## src/rtl/mips_prog_loader.sv

```systemverilog
// Serial program loader: receives framed instruction words from a byte stream,
// writes them into instruction memory and releases the CPU after a good checksum.
module mips_prog_loader #(
    parameter int         ADDR_W    = 10,
    parameter int         BASE_ADDR = 0,
    parameter logic [7:0] SYNC_BYTE = 8'hA5
) (
    input  logic              clk1,
    input  logic              reset,
    input  logic              rx_valid,
    input  logic [7:0]        rx_data,
    output logic              rx_ready,
    output logic              mem_we,
    output logic [ADDR_W-1:0] mem_addr,
    output logic [31:0]       mem_wdata,
    output logic              cpu_hold,
    output logic              cpu_start,
    output logic              done,
    output logic              err,
    output logic [2:0]        state_dbg
);

    typedef enum logic [2:0] {
        IDLE  = 3'd0,
        COUNT = 3'd1,
        DATA  = 3'd2,
        CSUM  = 3'd3,
        START = 3'd4
    } state_t;

    localparam logic [ADDR_W-1:0] BASE_A = ADDR_W'(BASE_ADDR);

    state_t              state_q, state_d;
    logic [7:0]          count_q, count_d;
    logic [7:0]          word_idx_q, word_idx_d;
    logic [1:0]          byte_cnt_q, byte_cnt_d;
    logic [31:0]         asm_q, asm_d;
    logic [7:0]          csum_q, csum_d;
    logic                mem_we_q, mem_we_d;
    logic [ADDR_W-1:0]   mem_addr_q, mem_addr_d;
    logic [31:0]         mem_wdata_q, mem_wdata_d;
    logic                cpu_hold_q, cpu_hold_d;
    logic                done_q, done_d;
    logic                err_q, err_d;

    logic                accept;
    logic [31:0]         asm_shift;
    logic                last_word;

    // Handshake: a byte transfers on a rising edge where rx_valid and rx_ready
    // are both high; rx_ready depends only on state, never on rx_valid.
    assign rx_ready  = (state_q != START);
    assign accept    = rx_valid && rx_ready;
    assign asm_shift = {asm_q[23:0], rx_data};
    assign last_word = ((word_idx_q + 8'd1) == count_q);

    assign mem_we    = mem_we_q;
    assign mem_addr  = mem_addr_q;
    assign mem_wdata = mem_wdata_q;
    assign cpu_hold  = cpu_hold_q;
    assign cpu_start = (state_q == START);
    assign done      = done_q;
    assign err       = err_q;
    assign state_dbg = state_q;

    always_comb begin
        state_d     = state_q;
        count_d     = count_q;
        word_idx_d  = word_idx_q;
        byte_cnt_d  = byte_cnt_q;
        asm_d       = asm_q;
        csum_d      = csum_q;
        mem_we_d    = 1'b0;
        mem_addr_d  = mem_addr_q;
        mem_wdata_d = mem_wdata_q;
        cpu_hold_d  = cpu_hold_q;
        done_d      = done_q;
        err_d       = err_q;

        case (state_q)
            IDLE: begin
                if (accept && (rx_data == SYNC_BYTE)) begin
                    state_d    = COUNT;
                    cpu_hold_d = 1'b1;
                    done_d     = 1'b0;
                    err_d      = 1'b0;
                end
            end
            COUNT: begin
                if (accept) begin
                    if (rx_data == 8'd0) begin
                        err_d   = 1'b1;
                        state_d = IDLE;
                    end else begin
                        count_d    = rx_data;
                        word_idx_d = 8'd0;
                        byte_cnt_d = 2'd0;
                        csum_d     = 8'd0;
                        state_d    = DATA;
                    end
                end
            end
            DATA: begin
                if (accept) begin
                    asm_d      = asm_shift;
                    csum_d     = csum_q ^ rx_data;
                    byte_cnt_d = byte_cnt_q + 2'd1;
                    // Fourth byte completes a word: the write strobe lands next cycle.
                    if (byte_cnt_q == 2'd3) begin
                        mem_we_d    = 1'b1;
                        mem_wdata_d = asm_shift;
                        mem_addr_d  = BASE_A + ADDR_W'(word_idx_q);
                        word_idx_d  = word_idx_q + 8'd1;
                        if (last_word) begin
                            state_d = CSUM;
                        end
                    end
                end
            end
            CSUM: begin
                if (accept) begin
                    if (rx_data == csum_q) begin
                        state_d    = START;
                        cpu_hold_d = 1'b0;
                        done_d     = 1'b1;
                    end else begin
                        err_d      = 1'b1;
                        cpu_hold_d = 1'b1;
                        state_d    = IDLE;
                    end
                end
            end
            START: begin
                state_d = IDLE;
            end
            default: begin
                state_d = IDLE;
            end
        endcase
    end

    always_ff @(posedge clk1) begin
        if (reset) begin
            state_q     <= IDLE;
            count_q     <= 8'd0;
            word_idx_q  <= 8'd0;
            byte_cnt_q  <= 2'd0;
            asm_q       <= 32'd0;
            csum_q      <= 8'd0;
            mem_we_q    <= 1'b0;
            mem_addr_q  <= BASE_A;
            mem_wdata_q <= 32'd0;
            cpu_hold_q  <= 1'b1;
            done_q      <= 1'b0;
            err_q       <= 1'b0;
        end else begin
            state_q     <= state_d;
            count_q     <= count_d;
            word_idx_q  <= word_idx_d;
            byte_cnt_q  <= byte_cnt_d;
            asm_q       <= asm_d;
            csum_q      <= csum_d;
            mem_we_q    <= mem_we_d;
            mem_addr_q  <= mem_addr_d;
            mem_wdata_q <= mem_wdata_d;
            cpu_hold_q  <= cpu_hold_d;
            done_q      <= done_d;
            err_q       <= err_d;
        end
    end

endmodule

```

## config.mk

```make
export PLATFORM = sky130hd
export DESIGN_NAME = mips_prog_loader
export DESIGN_NICKNAME = d
export VERILOG_FILES = /design/src/rtl/mips_prog_loader.sv
export SDC_FILE = /design/constraint.sdc
export NUM_CORES = 1
export LEC_CHECK = 0
export ABC_AREA = 1
export BUFFER_PORTS_ARGS = -buffer_cell sky130_fd_sc_hd__buf_2
export CORE_MARGIN = 2
export CORE_UTILIZATION = 48
export DETAILED_ROUTE_END_ITERATION = 16
export GPL_ROUTABILITY_DRIVEN = 0
export PLACE_DENSITY = 0.72
export SYNTH_ARGS = -nofsm -noshare
export SYNTH_HDL_FRONTEND = slang
export SYNTH_SLANG_ARGS = --single-unit
export TNS_END_PERCENT = 5
```

## constraint.sdc

```tcl
create_clock -name clk1 -period 1.6 [get_ports clk1]
set_input_delay 0.48 -clock clk1 [delete_from_list [all_inputs] [get_ports clk1]]
set_output_delay 0.48 -clock clk1 [all_outputs]
set_load 0.02 [all_outputs]
```

==> out/metrics.yaml <==
grt_pass1_wl_um: 16280
cp-start-kind: "register"
die_w_um: 96.07
leakagePower_nw: 2.265
r2r_slack_ns: -0.07
endpoint_kind: "register"
finClkSkew_ns: 0.009844
fin_crit_ns: 1.666
grt_max_degree: 50
drive_above_1_share_pct: 29.70
max_freq_ghz: 0.6001
holdWs_ns: 0.4307
fin_area_sq_um: 5075
dpl-instance-area_sq_um: 4679
clk_pin_slew_worst_paths_ns: 0.11
root_buffer: "clkbuf_8"
hold_viol_final: 0
final_common_cell: "dfxtp_1"
muxShareOfSynthArea_pct: 0
met3_usage_pct: 4.620
io_pins: 62
avgSynthCellArea_sq_um: 7.706
diodes: 0
netlist_area_sq_um: 4069
required_ns: 1.87
fin_nets: 631
synthXorXnorAreaFrac_pct: 2.153
r2r_cells: 12
hold_depth: 2
antenna_found_initial: 0
regArea_sq_um: 1954
power_per_cell_area_nw_per_um2: 1106
top_usage_layer: "met2"
dieArea_sq_um: 9229
first_global_vias: 3533
max_cap_violations: 0
seq_area_frac_synth_pct: 47.72
hold_path.class: "in -> reg"
insertion_delay_ns: 0.37
hold_buffers: 0
core_area_sq_um: 8217
ys_warn_count: 0
cp-startpoint: "word_idx_q[0]$_SDFFE_PP0P_"
path_cells: "buf_6, inv_1, nor2_4, nand3_1, nand3_1, nand2_2, nor2_2, nand3_1, nand2_2, nand3_2, nand2_1, nor2_1"
numPortBuffers: 59
track_usage_pct: 22.87
setup_viol: 4
cp_max_fo: 7
gr-usage-met2_pct: 38.95
rsz0062_at_grt: "yes"
critPathKind: "reg -> reg"
finalCritPeriodShare_pct: 104.2
status: "finished with violations"
antenna_left: 0
cts_tree: "built"
worst_path_max_delay_cell: "dfxtp_2"
via_per_inst: 5.218
multiInputGateArea_sq_um: 1881
worstPathBufferInverterCount: 2
drc: 0
start_util_pct: 49.52
dp.final_hpwl_um: 7144
htree_levels: 3
clk_path_buf_depth: 2
nFillCells: 728
min_from: "reset"
worst_path_largest_cell_delay_ns: 0.38
ys_seq_elements: 97
wire_per_inst_um: 14.13
drtIter0Drc: 223
grt-ovfl-total: 0
critical_path.top_delay_family: "simple AND/OR/NAND/NOR gates"
syn_inst: 528
synth_adder_area_share_pct: 0.6150
cts.sinks: 97
yosys.area_share.simple_pct: 23.68
vdd_drop_max_mv: 0.6542
critical_path.most_common_cell: "nand3_1"
crit_arrival_ns: 1.94
numCtsBuffers: 9
syn_to_final_growth_pct: 24.72
synthDistinctLibCells: 34
failed_checks: "setup timing"
num_rows: 33
vias: 3799
routed_wl_um: 10290
drt-pass1-iter-count: 5
holdPathEnd: "asm_q[8]$_SDFFE_PP0P_"
r2r-end: "state_dbg[0]$_SDFFE_PP0P_"
synth_top_family_by_area: "simple AND/OR/NAND/NOR gates"
finalSetupTns_ns: -0.1919
synth_compound_area_share_pct: 16.91
fin_cells: 728
slew_viol_final: 0
r2r-start: "word_idx_q[0]$_SDFFE_PP0P_"
met1_usage_pct: 29.02
die_height_um: 96.07
final_cell_mix: "dfxtp_1, nand2_1, buf_2"
timing.final.ws_setup_ns: -0.06648
dp.cells: 706
-- how the worst max path moves through the flow --
| stage | end | slack, ns | cells past startpoint |
|---|---|---|---|
| final | state_dbg[0]$_SDFFE_PP0P_ | -0.07 | 12 |
| after global routing | state_dbg[0]$_SDFFE_PP0P_ | -0.20 | 12 |
| after CTS | rx_ready | -0.03 | 5 |
| after detailed placement | state_dbg[1]$_SDFFE_PP0P_ | -0.13 | 11 |
| after global placement | word_idx_q[6]$_SDFFE_PP0P_ | -0.10 | 10 |
| after floorplan | state_dbg[0]$_SDFFE_PP0P_ | 0.003 | 10 |
-- flip-flops by register name, summed over array words and instances (netlist names) --
register and count:
mem_we 1, err 1, mem_addr 8, asm_q 24, word_idx_q 8, mem_wdata 32, count_q 8, byte_cnt_q 2
state_dbg 3, cpu_hold 1, done 1, csum_q 8
-- synthesized netlist by cell type (all sizes together) --
| master | number | area share [%] |
|---|---|---|
| ha | 2 | 0.61 |
| and2 | 1 | 0.22 |
| o211a | 1 | 0.25 |
| a31oi | 2 | 0.31 |
| xnor2 | 3 | 0.65 |
| dfxtp | 97 | 48 |
| a22oi | 1 | 0.18 |
| buf | 16 | 3.0 |
| o211ai | 1 | 0.18 |
| o21ai | 61 | 8.4 |
| nand2 | 93 | 8.8 |
| xor2 | 7 | 1.5 |
| conb | 1 | 0.092 |
| nor2 | 70 | 7.9 |
| a32oi | 4 | 0.86 |
| or2 | 3 | 0.52 |
| nand3 | 44 | 5.7 |
| inv | 52 | 4.9 |
| o21bai | 1 | 0.18 |
| clkbuf | 11 | 1.0 |
| a21oi | 53 | 6.5 |
| nand4 | 4 | 0.61 |
-- kinds of logic (layout without fill, tap and decap cells) --
group | after synthesis | count (layout)
flops | 97 | 97
xor+xnor | 10 | 10
fa+ha+maj | 2 | 2
other cells | 1 | 2
buf+inv | 79 | 173
simple gates | 215 | 215
compound gates | 124 | 124
-- routing by layer --
layer / wire length (um) / vias to the layer above
li1: - / 1887
met1: 4541 / 1751
met2: 4920 / 130
met3: 612 / 31
met4: 213 / 0
met5: 0 / -
-- where the power goes --
| group | switching [W] | internal [W] |
|---|---|---|
| sequential | 0.000102 | 0.00258 |
| clock | 0.000958 | 0.000769 |
| combinational | 0.000773 | 0.000431 |
-- layout make-up --
| cell class | count | share of cell area, % |
|---|---|---|
| Clock inverter | 7 | 1.849 |
| Multi-Input combinational cell | 353 | 37.06 |
| Inverter | 52 | 3.895 |
| Timing Repair Buffer | 105 | 13.66 |
| Sequential cell | 97 | 38.51 |
| Tap cell | 105 | 2.589 |
| Clock buffer | 9 | 2.441 |
-- what timing repair did --
action / in CTS / in global routing
setup buffers: 2 / 4
pin swaps: 1 / 11
gates resized for setup: 8 / 34
gates cloned: 0 / 0
setup endpoints to repair: 16 / 39
-- per-stage QoR --
step | power, W | setup slack, ns | utilization, %
after global placement | 0.003818 | -0.1021 | 56.95
after CTS | 0.005572 | -0.03183 | 59.97
after global routing | 0.005896 | -0.1984 | 61.76
after floorplan | 0.003493 | 0.003415 | -
final | 0.005611 | -0.06648 | 61.76
after detailed placement | 0.003839 | -0.1346 | 56.95
Note: power is estimated with default switching activity, not from simulation.
